File: config.mk
export PLATFORM = sky130hd
export DESIGN_NAME = ccff_chain_loader_flat
export DESIGN_NICKNAME = d
export VERILOG_FILES = /design/src/rtl/ccff_loader_pkg.sv /design/src/rtl/ccff_chain_loader_if.sv /design/src/rtl/ccff_crc16_serial.sv /design/src/rtl/ccff_chain_loader.sv /design/src/flat_wrapper.sv
export SDC_FILE = /design/constraint.sdc
export NUM_CORES = 1
export LEC_CHECK = 0
export CORE_MARGIN = 5
export CORE_UTILIZATION = 66
export CTS_CLUSTER_DIAMETER = 120
export DETAILED_ROUTE_END_ITERATION = 12
export DONT_BUFFER_PORTS = 1
export PLACE_DENSITY = 0.82
export SYNTH_ARGS = -nofsm -noshare
export SYNTH_HDL_FRONTEND = slang
export SYNTH_HIERARCHICAL = 1
export SYNTH_SLANG_ARGS = --single-unit
File: constraint.sdc
create_clock -name prog_clk -period 3.9 [get_ports prog_clk]
set_input_delay 0.195 -clock prog_clk [delete_from_list [all_inputs] [get_ports prog_clk]]
set_output_delay 0.195 -clock prog_clk [all_outputs]
set_load 0.03 [all_outputs]
File: src/rtl/ccff_loader_pkg.sv
// rtl/ccff_loader_pkg.sv - shared types, CRC constants and sizing helper for the chain loader
package ccff_loader_pkg;

  typedef enum logic [1:0] {
    ST_IDLE  = 2'd0,
    ST_FETCH = 2'd1,
    ST_SHIFT = 2'd2,
    ST_DONE  = 2'd3
  } state_e;

  localparam logic [15:0] CRC_POLY = 16'h1021;
  localparam logic [15:0] CRC_INIT = 16'hFFFF;

  // Bits taken from the final word; a short tail keeps only its top bits.
  function automatic int last_word_bits(input int chain_len, input int word_w);
    return ((chain_len % word_w) == 0) ? word_w : (chain_len % word_w);
  endfunction

endpackage

File: src/rtl/ccff_chain_loader_if.sv
// rtl/ccff_chain_loader_if.sv - bitstream word handshake between feeder and chain loader
interface ccff_chain_loader_if #(
  parameter int WORD_W = 32
) ();

  logic [WORD_W-1:0] word_data;
  logic              word_valid;
  logic              word_ready;

  modport master (output word_data, output word_valid, input word_ready);
  modport slave  (input word_data, input word_valid, output word_ready);

endinterface

File: src/rtl/ccff_crc16_serial.sv
// rtl/ccff_crc16_serial.sv - bit-serial CRC-16-CCITT, MSB-first (used under CCFF_LOADER_CRC_EN)
module ccff_crc16_serial
  import ccff_loader_pkg::*;
(
  input  logic        clk_i,
  input  logic        rst_ni,
  input  logic        init_i,
  input  logic        en_i,
  input  logic        din_i,
  output logic [15:0] crc_o
);

  logic [15:0] crc_q;
  logic [15:0] crc_d;
  logic        fb;

  always_comb begin
    fb    = crc_q[15] ^ din_i;
    crc_d = crc_q;
    if (init_i) begin
      crc_d = CRC_INIT;
    end else if (en_i) begin
      crc_d = {crc_q[14:0], 1'b0} ^ (fb ? CRC_POLY : 16'h0000);
    end
  end

  always_ff @(posedge clk_i or negedge rst_ni) begin
    if (!rst_ni) begin
      crc_q <= CRC_INIT;
    end else begin
      crc_q <= crc_d;
    end
  end

  assign crc_o = crc_q;

endmodule

File: src/rtl/ccff_chain_loader.sv
// rtl/ccff_chain_loader.sv - serializes bitstream words MSB-first into a prog_clk configuration chain
// Optional crc16 output over the shifted bits when CCFF_LOADER_CRC_EN is defined.
module ccff_chain_loader
  import ccff_loader_pkg::*;
#(
  parameter int WORD_W    = 32,
  parameter int CHAIN_LEN = 1024,
  parameter int CNT_W     = $clog2(CHAIN_LEN + 1)
) (
  input  logic                 prog_clk,
  input  logic                 prog_reset_n,
  input  logic                 start,
  ccff_chain_loader_if.slave   wr,
  output logic                 ccff_head,
  output logic                 ccff_clk_en,
  output logic                 busy,
  output logic                 done,
  output logic [CNT_W-1:0]     bits_left
`ifdef CCFF_LOADER_CRC_EN
  ,
  output logic [15:0]          crc16
`endif
);

  localparam logic [1:0] IDLE  = ST_IDLE;
  localparam logic [1:0] FETCH = ST_FETCH;
  localparam logic [1:0] SHIFT = ST_SHIFT;
  localparam logic [1:0] DONE  = ST_DONE;

  localparam int               WC_W      = $clog2(WORD_W + 1);
  localparam logic [WC_W-1:0]  WORD_CNT  = WC_W'(WORD_W);
  localparam logic [WC_W-1:0]  LAST_CNT  = WC_W'(last_word_bits(CHAIN_LEN, WORD_W));
  localparam logic [CNT_W-1:0] CHAIN_CNT = CNT_W'(CHAIN_LEN);

  logic [1:0]        state_q,     state_d;
  logic [WORD_W-1:0] sr_q,        sr_d;
  logic [WC_W-1:0]   wcnt_q,      wcnt_d;
  logic [CNT_W-1:0]  bits_left_q, bits_left_d;
  logic              head_q,      head_d;
  logic              clk_en_q,    clk_en_d;
  logic              busy_q,      busy_d;
  logic              done_q,      done_d;

  always_comb begin
    state_d     = state_q;
    sr_d        = sr_q;
    wcnt_d      = wcnt_q;
    bits_left_d = bits_left_q;
    head_d      = head_q;
    clk_en_d    = 1'b0;
    busy_d      = busy_q;
    done_d      = 1'b0;
    case (state_q)
      IDLE: begin
        if (start) begin
          bits_left_d = CHAIN_CNT;
          busy_d      = 1'b1;
          state_d     = FETCH;
        end
      end
      FETCH: begin
        if (wr.word_valid) begin
          sr_d    = wr.word_data;
          // Only the final word can hold fewer than WORD_W remaining bits.
          wcnt_d  = (int'(bits_left_q) <= WORD_W) ? LAST_CNT : WORD_CNT;
          state_d = SHIFT;
        end
      end
      SHIFT: begin
        head_d      = sr_q[WORD_W-1];
        clk_en_d    = 1'b1;
        sr_d        = {sr_q[WORD_W-2:0], 1'b0};
        bits_left_d = bits_left_q - CNT_W'(1);
        wcnt_d      = wcnt_q - WC_W'(1);
        if (bits_left_q == CNT_W'(1)) begin
          state_d = DONE;
        end else if (wcnt_q == WC_W'(1)) begin
          state_d = FETCH;
        end
      end
      DONE: begin
        // busy is still set on the first DONE cycle, so done pulses exactly once.
        done_d = busy_q;
        busy_d = 1'b0;
        if (start) begin
          bits_left_d = CHAIN_CNT;
          busy_d      = 1'b1;
          state_d     = FETCH;
        end
      end
      default: state_d = IDLE;
    endcase
  end

  always_ff @(posedge prog_clk or negedge prog_reset_n) begin
    if (!prog_reset_n) begin
      state_q     <= IDLE;
      sr_q        <= '0;
      wcnt_q      <= '0;
      bits_left_q <= '0;
      head_q      <= 1'b0;
      clk_en_q    <= 1'b0;
      busy_q      <= 1'b0;
      done_q      <= 1'b0;
    end else begin
      state_q     <= state_d;
      sr_q        <= sr_d;
      wcnt_q      <= wcnt_d;
      bits_left_q <= bits_left_d;
      head_q      <= head_d;
      clk_en_q    <= clk_en_d;
      busy_q      <= busy_d;
      done_q      <= done_d;
    end
  end

  assign wr.word_ready = (state_q == FETCH);
  assign ccff_head     = head_q;
  assign ccff_clk_en   = clk_en_q;
  assign busy          = busy_q;
  assign done          = done_q;
  assign bits_left     = bits_left_q;

`ifdef CCFF_LOADER_CRC_EN
  logic crc_init;
  logic crc_en;

  assign crc_init = start && ((state_q == IDLE) || (state_q == DONE));
  assign crc_en   = (state_q == SHIFT);

  ccff_crc16_serial u_crc (
    .clk_i  (prog_clk),
    .rst_ni (prog_reset_n),
    .init_i (crc_init),
    .en_i   (crc_en),
    .din_i  (sr_q[WORD_W-1]),
    .crc_o  (crc16)
  );
`endif

endmodule

File: src/flat_wrapper.sv
// flat-port wrapper written by rule: the top's interface ports become plain ports
module ccff_chain_loader_flat import ccff_loader_pkg::*;
#(
  parameter int WORD_W    = 32,
  parameter int CHAIN_LEN = 1024,
  parameter int CNT_W     = $clog2(CHAIN_LEN + 1)
)
  (prog_clk, prog_reset_n, start, ccff_head, ccff_clk_en, busy, done, bits_left, wr_word_data, wr_word_valid, wr_word_ready);
  ccff_chain_loader_if #(.WORD_W(WORD_W)) wr_i ();
  input  logic prog_clk;
  input  logic prog_reset_n;
  input  logic start;
  output logic ccff_head;
  output logic ccff_clk_en;
  output logic busy;
  output logic done;
  output logic [CNT_W-1:0] bits_left;
  input wire logic [$bits(wr_i.word_data)-1:0] wr_word_data;
  input wire logic [$bits(wr_i.word_valid)-1:0] wr_word_valid;
  output wire logic [$bits(wr_i.word_ready)-1:0] wr_word_ready;
  assign wr_i.word_data = wr_word_data;
  assign wr_i.word_valid = wr_word_valid;
  assign wr_word_ready = wr_i.word_ready;
  ccff_chain_loader #(.WORD_W(WORD_W), .CHAIN_LEN(CHAIN_LEN), .CNT_W(CNT_W)) u_core (.prog_clk(prog_clk), .prog_reset_n(prog_reset_n), .start(start), .wr(wr_i), .ccff_head(ccff_head), .ccff_clk_en(ccff_clk_en), .busy(busy), .done(done), .bits_left(bits_left));
endmodule
==> out/results.tsv <==
metric	value	unit
status	completed	
CTS Buf Count	5	
setup tns final	0	ps
placed insts	315	
maximum vdd drop	0.420	mV
#FFs+latches synth	55	
leakage	1.28	nW
Final period util	0.668	
Final Slew Violations	0	
Fmax	0.384	GHz
largest net degree at the start of global routing	56	
WS Path Type	reg2reg	
Synth warnings	6	
EDFF count, synth	0	
Slew @ Worst Pin	1110	ps
final hold vios	0	
CTS tree	built	
HPWL after DPL	3710	um
Wirelength per Cell	16.3	um
Worst-path clk slew	100	ps
Layout Area Growth over Synthesis	6.80	%
Initial Utilization	0.685	
Filler cells	288	
Critical Path Sink Type	flop	
first-pass iteration count of the detailed router	4	
clock skew	8.04	ps
chip height	74.5	um
Hold Worst Slack	32.8	ps
grt ovf	0	
post-synth net total	319	
WP data required	4080	ps
top_reg_cell synth	dfrtp_1	
clock tree buffer depth	2	
share of cells above drive strength 1	0.0764	
CTS-repair resized insts	0	
slack of the worst reg-to-reg path	1290	ps
Relative slew margins	0.244	
first-pass GRT wire length	8740	um
Async SR Flop Fraction	1.00	
Post-Syn Instances	275	
Port Buffers	0	
Core ar.	0.00400	sq mm
vias in the first global route	1878	
unrepaired setup endpoints after global routing	no	
die area	0.00554	sq mm
DR vias/cell	5.98	
switch share	0.423	
synthesized area	0.00274	sq mm
H-tree depth	2	
total power	2.52	mW
register area share after synthesis	0.502	
Root Buffer	clkbuf_8	
Sink Count	55	
# IOs	52	
Clk pwr share	0.156	
hold path depth	2	
internal power	1.45	mW
Seq pwr share	0.439	
CP max FO	48	
WP data arrival	2790	ps
GRT Total Usage	0.206	
most common cell after layout, fill and taps aside	dfrtp_1	
startpoint types	flop	
gp weighted congestion	0.788	
worst min path class	in2reg	
setup violators final	0	
postcts setup bufs	0	
FP Rows	23	
Psw	1.07	mW
initial drt markers	178	
Syn Area/Cell	9.97	sq um
most frequent cells in the layout	55 x dfrtp_1, 47 x nand2_1, 41 x o21ai_0	
DRC viols	0	
Comb pwr share	0.405	
diode count	0	
nets	318	
antenna-violating nets left	0	
PD cells	860	mW/mm^2
r2r worst-path depth	5	
width of the die	74.5	um
Reg area	0.00138	sq mm
total of max-cap violations	0	
Clock Latency Late Sink	310	ps
Unique masters post-synth	39	
area used by multi-input combinational logic	0.00127	sq mm
initial antenna violation count	0	
vias	1942	
drt total wl	5300	um
Finished Layout Cells	325	
minimum clock period	2610	ps
-- metal layers --
metal / vias up / share of wire / track usage
met2: 41 / 0.51 / 0.323
met5: - / 0 / 0
met3: 7 / 0.061 / 0.0581
li1: 950 / - / -
met4: 0 / 0.015 / 0.0889
met1: 944 / 0.41 / 0.270
-- through the flow --
stage | setup WS [ps] | instance area [sq um] | util
5_1_grt | 1040 | 2930 | 0.732
2_1_floorplan | 2070 | 2740 | -
6_report | 1290 | 2930 | 0.732
4_1_cts | 1270 | 2930 | 0.732
3_3_place_gp | 1400 | 2770 | 0.693
3_5_place_dp | 1290 | 2770 | 0.693
-- synth_stat cells (all sizes together), types with 2 or more instances --
cell type / number / area, sq um
nor4: 2 / 25.0
a31oi: 3 / 18.8
inv: 10 / 37.5
nand2: 48 / 183
nor2: 10 / 37.5
a21oi: 6 / 30.0
nand3: 5 / 25.0
dfrtp: 55 / 1380
xnor2: 3 / 26.3
o21ai: 49 / 245
clkbuf: 4 / 15.0
mux2: 2 / 26.3
or3: 4 / 25.0
buf: 9 / 53.8
nor3: 5 / 25.0
mux2i: 35 / 354
o31ai: 2 / 15.0
ha: 8 / 100
-- final cells by class --
class                   count  area share
clock buffers               6      0.0282
clock inverters             2      0.0120
inverters                  10      0.0128
multi-input cells         197       0.435
flip-flops and latches     55       0.470
well taps                  50      0.0214
repair buffers              5      0.0205
-- power by group through the flow --
stage | combinational, mW | sequential [mW] | clock, mW
floorplan | 0.867 | 1.06 | 0
global placement | 0.965 | 1.10 | 0
detailed placement | 1.01 | 1.12 | 0
CTS | 1.03 | 1.11 | 0.401
global route | 1.18 | 1.14 | 0.419
finish | 1.02 | 1.11 | 0.392
-- state kept, by name, indices dropped and copies added, names as in the netlist --
| register | flops |
|---|---|
| u_core/sr_q | 32 |
| u_core/bits_left | 11 |
| u_core/wcnt_q | 6 |
| u_core/state_q | 2 |
| u_core/busy | 1 |
| u_core/ccff_clk_en | 1 |
| u_core/ccff_head | 1 |
| u_core/done | 1 |
-- cell families after synthesis --
logic type               count (synthesis)  synth area share
flip-flops                              55             0.502
multiplexers                            37             0.139
adder cells (fa/ha/maj)                  8            0.0365
AND/OR/NAND/NOR                         83             0.143
AO/OA/AOI/OAI                           66             0.131
buffers and inverters                   23            0.0388
XOR/XNOR                                 3           0.00959
-- critical path, stage by stage (launching register included) --
cell and delay, ps:
dfrtp_1 420, inv_1 90, ha_1 520, mux2i_4 1000
buf_4 310, o21ai_0 120
-- what timing repair did --
action,CTS,global route
hold buffers,2,0
endpoints found under the setup margin,0,0
hold endpoints to repair,55,0
-- path summary, 6_finish.rpt --
path                              startpoint                  end
max                        u_core/state_q[1]      u_core/sr_q[27]
min                                    start          u_core/busy
max reg2reg                u_core/state_q[1]      u_core/sr_q[27]
min reg2reg                   u_core/sr_q[2]       u_core/sr_q[2]
max in group asynchronous       prog_reset_n      u_core/sr_q[15]
min in group asynchronous       prog_reset_n  u_core/bits_left[5]
No activity file was read; power rests on OpenSTA's default activity.
